## src/rtl/gf2_poly_divider.sv

```systemverilog
// gf2_poly_divider
//   Bit-serial GF(2)[x] long divider: quotient = floor(A/d), remainder = A mod d,
//   both carry-less. One dividend bit per cycle, MSB first.
//
//   Flow: the divisor is first normalised (shifted left k times until its top
//   bit is set). A*x^k is then divided by d*x^k in DW+k steps. The remainder
//   comes out scaled by x^k and is shifted back right k times.
//
//   Parameters: DW - dividend/quotient width, SW - divisor/remainder width
//               (2 <= SW <= DW).
//   Ports:
//     clk, rst          clock, synchronous active-high reset
//     start             request, sampled only in IDLE
//     dividend, divisor operands, captured when start is accepted
//     busy              high in NORM, DIV, FIX
//     done              one-cycle result-valid pulse
//     div_by_zero       divisor was zero (held until next accepted start)
//     quotient          DW-bit quotient (held until next accepted start)
//     remainder         SW-bit remainder (held until next accepted start)
//
//   Build option: GF2DIV_REM_ONLY_EN removes the quotient shift register and
//   ties quotient to 0; remainder path, FSM and latency are unchanged.
module gf2_poly_divider #(
   parameter int DW = 448,
   parameter int SW = 224
) (
   input  logic          clk,
   input  logic          rst,
   input  logic          start,
   input  logic [DW-1:0] dividend,
   input  logic [SW-1:0] divisor,
   output logic          busy,
   output logic          done,
   output logic          div_by_zero,
   output logic [DW-1:0] quotient,
   output logic [SW-1:0] remainder
);

   localparam int KW = $clog2(SW);
   localparam int CW = $clog2(DW + SW);

   typedef enum logic [2:0] {
      S_IDLE,
      S_NORM,
      S_DIV,
      S_FIX,
      S_DONE
   } state_t;

   state_t        state_q, state_d;
   logic [DW-1:0] a_q, a_d;      // dividend, consumed from the top; zeros shift in as padding
   logic [SW-1:0] dn_q, dn_d;    // normalised divisor d*x^k
   logic [SW-1:0] r_q, r_d;      // partial remainder
   logic [KW-1:0] k_q, k_d;      // normalisation shift count
   logic [CW-1:0] cnt_q, cnt_d;  // step counter for DIV / FIX
   logic          dbz_q, dbz_d;
   logic [SW-1:0] rem_q, rem_d;
   logic          t;             // quotient bit of the current DIV step

`ifndef GF2DIV_REM_ONLY_EN
   logic [DW-1:0] q_q, q_d;
   logic [DW-1:0] quot_q, quot_d;
`endif

   always_comb begin
      state_d = state_q;
      a_d     = a_q;
      dn_d    = dn_q;
      r_d     = r_q;
      k_d     = k_q;
      cnt_d   = cnt_q;
      dbz_d   = dbz_q;
      rem_d   = rem_q;
      t       = 1'b0;
`ifndef GF2DIV_REM_ONLY_EN
      q_d     = q_q;
      quot_d  = quot_q;
`endif

      case (state_q)
         S_IDLE: begin
            if (start) begin
               a_d     = dividend;
               dn_d    = divisor;
               k_d     = '0;
               r_d     = '0;
               dbz_d   = 1'b0;
`ifndef GF2DIV_REM_ONLY_EN
               q_d     = '0;
`endif
               state_d = S_NORM;
            end
         end

         S_NORM: begin
            if (dn_q == '0) begin
               // Zero divisor: one pass through FIX (R is 0, so the shift is
               // harmless) puts done after edge 2 as for any other exit path.
               dbz_d   = 1'b1;
               cnt_d   = '0;
               state_d = S_FIX;
            end else if (!dn_q[SW-1]) begin
               dn_d = dn_q << 1;
               k_d  = k_q + KW'(1);
            end else begin
               cnt_d   = CW'(DW) + CW'(k_q) - CW'(1);
               state_d = S_DIV;
            end
         end

         S_DIV: begin
            // R always holds deg < SW-1; the bit about to move into R[SW-1]
            // decides whether the normalised divisor is subtracted this step.
            t     = r_q[SW-2];
            r_d   = {r_q[SW-2:0], a_q[DW-1]} ^ (t ? dn_q : '0);
            a_d   = a_q << 1;
`ifndef GF2DIV_REM_ONLY_EN
            q_d   = {q_q[DW-2:0], t};
`endif
            if (cnt_q == '0) begin
               if (k_q != '0) begin
                  cnt_d   = CW'(k_q) - CW'(1);
                  state_d = S_FIX;
               end else begin
                  state_d = S_DONE;
               end
            end else begin
               cnt_d = cnt_q - CW'(1);
            end
         end

         S_FIX: begin
            r_d = r_q >> 1;
            if (cnt_q == '0) state_d = S_DONE;
            else             cnt_d   = cnt_q - CW'(1);
         end

         S_DONE: state_d = S_IDLE;

         default: state_d = S_IDLE;
      endcase

      // Results become visible on the edge that enters DONE.
      if (state_d == S_DONE && state_q != S_DONE) begin
         rem_d  = dbz_d ? '0 : r_d;
`ifndef GF2DIV_REM_ONLY_EN
         quot_d = dbz_d ? '0 : q_d;
`endif
      end
   end

   always_ff @(posedge clk) begin
      if (rst) begin
         state_q <= S_IDLE;
         a_q     <= '0;
         dn_q    <= '0;
         r_q     <= '0;
         k_q     <= '0;
         cnt_q   <= '0;
         dbz_q   <= 1'b0;
         rem_q   <= '0;
`ifndef GF2DIV_REM_ONLY_EN
         q_q     <= '0;
         quot_q  <= '0;
`endif
      end else begin
         state_q <= state_d;
         a_q     <= a_d;
         dn_q    <= dn_d;
         r_q     <= r_d;
         k_q     <= k_d;
         cnt_q   <= cnt_d;
         dbz_q   <= dbz_d;
         rem_q   <= rem_d;
`ifndef GF2DIV_REM_ONLY_EN
         q_q     <= q_d;
         quot_q  <= quot_d;
`endif
      end
   end

   assign busy        = (state_q == S_NORM) || (state_q == S_DIV) || (state_q == S_FIX);
   assign done        = (state_q == S_DONE);
   assign div_by_zero = dbz_q;
   assign remainder   = rem_q;
`ifndef GF2DIV_REM_ONLY_EN
   assign quotient    = quot_q;
`else
   assign quotient    = '0;
`endif

endmodule

```

## config.mk

```make
export PLATFORM = sky130hd
export DESIGN_NAME = gf2_poly_divider
export DESIGN_NICKNAME = d
export VERILOG_FILES = /design/src/rtl/gf2_poly_divider.sv
export SDC_FILE = /design/constraint.sdc
export NUM_CORES = 2
export LEC_CHECK = 0
export BUFFER_PORTS_ARGS = -buffer_cell sky130_fd_sc_hd__buf_2
export CELL_PAD_IN_SITES_DETAIL_PLACEMENT = 2
export CELL_PAD_IN_SITES_GLOBAL_PLACEMENT = 2
export CORE_AREA = 2 2 529 531
export CTS_BUF_LIST = sky130_fd_sc_hd__clkbuf_8
export DETAILED_ROUTE_END_ITERATION = 10
export DIE_AREA = 0 0 531 533
export PLACE_DENSITY_LB_ADDON = 0.2
export SYNTH_ARGS = -nofsm -noshare
export SYNTH_HDL_FRONTEND = slang
export SYNTH_SLANG_ARGS = --single-unit
```

## constraint.sdc

```tcl
create_clock -name clk -period 2.9 [get_ports clk]
set_clock_uncertainty 0.1 [all_clocks]
set_input_delay 0.435 -clock clk [delete_from_list [all_inputs] [get_ports clk]]
set_output_delay 0.435 -clock clk [all_outputs]
set_load 0.02 [all_outputs]
```

==> run summary <==
The synthesized design contains 0 enable-type register cells. The total length of routed wires is 426200 um. The final route contains ~85000 vias. The combinational family with the most area after synthesis is compound AO/OA/AOI/OAI gates. The run finished, with violations left. The synthesized area is between 80000 and 90000 sq um. The largest net degree at the start of global routing is 157.

For this run, the slowest stage of the critical path takes between 0.4 and 0.5 ns. The async set-or-reset flop fraction in the synthesized netlist came out at 0%. For the worst setup path, the data required time is 3.71 ns. The clock latency on the worst-skew pair is ~1.1 ns. The initial antenna violation count was between 100 and 150.

CTS placed an instance of sky130_fd_sc_hd__clkbuf_8 at the clock tree root. Of all nets on the critical path, the largest fanout is 6. The worst slew margin relative to its limit came out at between 20% and 30%.

The post-route core utilization is about two fifths. Synthesis produced slightly below 10000 cells. The first-pass GRT wire length came out at about 600000 um. Pin placement for this block handled roughly 1400 I/O pins.

The signal arrival time at the worst endpoint is between 3 and 4 ns. The area of the die came out at 283000 sq um. The overall die width is 531 um. The area growth from synthesis to layout is 38.63%. The synthesized netlist devotes about 2.5% of its cell area to XOR and XNOR gates. The total of endpoints with negative setup slack in the final report is 908. Detailed placement finished with a half-perimeter wire length of ~260000 um. The complex-gate fraction of the synthesized area came out at about a fifth. The number of buffers inserted during clock tree synthesis is between 300 and 400. The clock passes through at most 4 buffers. The register bit total from synthesis is 2038. The setup slack of the critical path after layout is -0.2777 ns. The total placed instance area is approximately 94000 sq um. The flip-flop cell with the highest count after synthesis is sky130_fd_sc_hd__dfxtp_1. The power density over the cells is between 600 and 700 nW/um^2. The final setup TNS came out at -125.12 ns. The number of design rule violations left after detail routing is 0. At the end of the flow, the number of nets in the layout was 12450. The total of buffers placed on input and output ports is 1349. The post-synth net total is a little over 10000. The detailed-router iteration count before antenna repair came out at 7. The average routed wire per standard cell came out at about 27 um.

The initial DRC count is around 6600. The shortest clock period the worst path allows after layout came out at ~3.2 ns. The die is 533 um tall. The leakage power of the design is ~44 nW. The fraction of synthesized area in multiplexers came out at less than 1%.

The worst setup path is of the flop to flop kind. TritonCTS built the clock tree. The startpoint identified for the worst hold timing path is dividend[378]. The mean area per synthesized cell is ~8.4 sq um. The slew at the pin with the worst max-slew slack is about 1.1 ns.

The total core area came out at around 280000 sq um. Of the cells placed in the final design, the portion with a size suffix greater than 1 is ~25%. The count of final hold-check violations is 0. The via count of the first global-routing pass came out at about 91000. The CTS clock-pin slew for the worst setup and hold paths is 0.06 ns.

On the critical path, the stage with the largest delay is an instance of sky130_fd_sc_hd__nor4_1. The number of rows created at floorplan is between 150 and 200. The count of placed standard cells in the final layout, fillers left out is around 16000. The met2 demand-to-capacity share in global routing came out at a little under half. The final critical path takes up 109.6% of the cycle. The global routing met3 resource utilization is 5.524%. The CTS sink count is 2038. After Yosys synthesis, full adders, half adders and majority gates account for less than 1% of the synthesized area. The remaining number of nets flagged by the antenna check after routing is 0. The placer congestion estimate came out at ~0.85. The number of synthesis warnings is 0. The beginning of the worst register-to-register path is dn_q[166]. The worst setup path is launched from a flop. The register area share after synthesis is 50.35%. The signal on the critical path passes through nor4_1 -> nand4_1 -> nor4_1 -> buf_4 -> nand4_1 -> buf_6 -> a2bb2oi_4 -> buf_12 -> buf_12 -> buf_16 -> clkbuf_16 -> nand2_1 -> a21oi_2.

The final reports fail on setup timing. The cell count after placement came out at about 14000. Setup repair after global routing could not meet its margin everywhere. The aggregate global-route resource usage is between 20 and 30%. The achievable clock frequency is approximately 310 MHz.

The per-cell via count in the routed design is 5.363. In the global route stage, met1 resource usage came out at between 30% and 40%. The post-layout instance area came out at 112300 sq um.

Tracing the worst setup path back leads to its startpoint at dn_q[166]. The global route total overflow is 0. The starting utilization of the core area is around 29%. The type of element capturing the critical path is a flop. Summing the areas of all and, or, nand and nor instances in the mapped netlist gives a little over a fifth of the synthesized area.

The deepest level of the CTS H-tree is 5. The busiest metal layer after global routing is met2. The count of maximum capacitance violations came out at 0. The number of slew-limit violations in the final report is 0.

The worst hold path belongs to the class primary input to flop. The number of distinct library cells after synthesis came out at 62. The highest ir drop seen on vdd came out at 351.1 uV.
-- Yosys cell counts, types with 7 or more instances --
| cell type | instances | area, sq um |
|---|---|---|
| sky130_fd_sc_hd__nand3_1 | 9 | 45.04 |
| sky130_fd_sc_hd__buf_1 | 19 | 71.32 |
| sky130_fd_sc_hd__nor3_1 | 11 | 55.05 |
| sky130_fd_sc_hd__clkbuf_1 | 651 | 2444 |
| sky130_fd_sc_hd__nand2_1 | 1812 | 6802 |
| sky130_fd_sc_hd__buf_2 | 188 | 940.9 |
| sky130_fd_sc_hd__nand4_1 | 16 | 100.1 |
| sky130_fd_sc_hd__xnor2_1 | 229 | 2006 |
| sky130_fd_sc_hd__buf_4 | 21 | 157.7 |
| sky130_fd_sc_hd__nor3b_1 | 223 | 1674 |
| sky130_fd_sc_hd__o21ai_0 | 9 | 45.04 |
| sky130_fd_sc_hd__a22oi_1 | 450 | 3378 |
| sky130_fd_sc_hd__buf_6 | 27 | 304.0 |
| sky130_fd_sc_hd__inv_1 | 7 | 26.28 |
| sky130_fd_sc_hd__dfxtp_1 | 2038 | 40800 |
| sky130_fd_sc_hd__a21oi_1 | 913 | 4569 |
| sky130_fd_sc_hd__nor4_1 | 61 | 381.6 |
| sky130_fd_sc_hd__nor2_1 | 2043 | 7669 |
| sky130_fd_sc_hd__a211oi_2 | 221 | 2765 |
| sky130_fd_sc_hd__a311oi_1 | 448 | 3924 |
| sky130_fd_sc_hd__a222oi_1 | 221 | 2212 |
-- critical path, delay by kind of cell, from the launching register on --
family                 cells  cell delay (ns)
AO/OA/AOI/OAI              2             0.21
flip-flops                 1             0.31
buffers and inverters      6             1.05
AND/OR/NAND/NOR            5             1.33
-- cell usage in the layout (no fill, tap or decap), drive strengths merged, types with 4 or more instances in the layout --
cell type	netlist	layout
buf	255	1879
clkinv	1	28
o211ai	6	6
nand3	9	9
o21ai	13	13
a311oi	448	448
a22oi	450	450
diode	0	95
a211oi	223	223
nand2	1812	1812
mux2i	4	4
clkbuf	651	520
clkinvlp	0	7
dfxtp	2038	2038
xnor2	229	229
nor3b	223	223
ha	5	5
o21a	2	5
or3	4	4
a222oi	221	221
nand4	16	16
nor2	2044	2044
dlygate4sd3	0	681
o211a	4	4
and2	5	5
a21oi	913	913
nor3	11	11
inv	8	156
xor2	5	5
nor4	63	63
-- layout make-up --
cell class | instances | area [sq um]
Sequential cell | 2038 | 40810
Timing Repair Buffer | 2598 | 20910
Antenna cell | 95 | 237.7
Inverter | 9 | 33.78
Clock buffer | 484 | 6661
Fill cell | 30610 | 165600
Tap cell | 3724 | 4659
Clock inverter | 184 | 965.9
Multi-Input combinational cell | 6744 | 38040
-- path summary, 6_finish.rpt --
kind / slack, ns / to / cells past startpoint
max: -0.28 / quotient[238] / 13
min: 0.13 / a_q[378] / 4
min reg2reg: 0.35 / a_q[189] / 2
max reg2reg: -0.28 / quotient[238] / 13
-- timing repair --
item                                    4_1_cts  5_1_grt
pin swaps                                    12       33
endpoints found under the hold margin       943        0
endpoints found under the setup margin      916     1009
hold buffers                                681        0
cloned                                       23       54
setup buffers                                13       15
gates resized for setup                     147      371
-- cells by family (layout without fill, tap and decap cells) --
logic type,Yosys count,in the layout
buffers and inverters,915,3275
other,0,95
AND/OR/NAND/NOR,4200,4200
XOR/XNOR,234,234
multiplexers,5,5
AO/OA/AOI/OAI,2297,2300
adder cells (fa/ha/maj),5,5
flip-flops,2038,2038
-- report_power, final --
group	internal, mW	switching [mW]	total [mW]
clock network	15.2	13.6	28.8
registers	30.2	1.89	32.1
logic	6.74	10.6	17.4
-- routing by layer --
layer / up-vias / routed length, um
met1: 42990 / 175000
met2: 3039 / 198600
met3: 1101 / 24870
li1: 37970 / -
met4: 42 / 27480
met5: - / 290
-- sequential cells by signal (all words and copies together) (netlist names) --
register     flops
quotient       448
remainder      224
cnt_q           10
dn_q           224
div_by_zero      1
q_q            448
k_q              8
a_q            448
r_q            224
state_q          3
-- stage by stage --
step	setup slack, ns	hold slack, ns	total power [mW]
final	-0.2777	0.1278	78.26
after global routing	-0.3349	0.06003	81.58
after CTS	-0.1415	0.0001751	76.61
after detailed placement	-0.7704	0.3718	46.10
after global placement	-0.8128	0.3596	45.48
after floorplan	0.6780	0.3542	40.20
(Power assumes the default switching activity.)
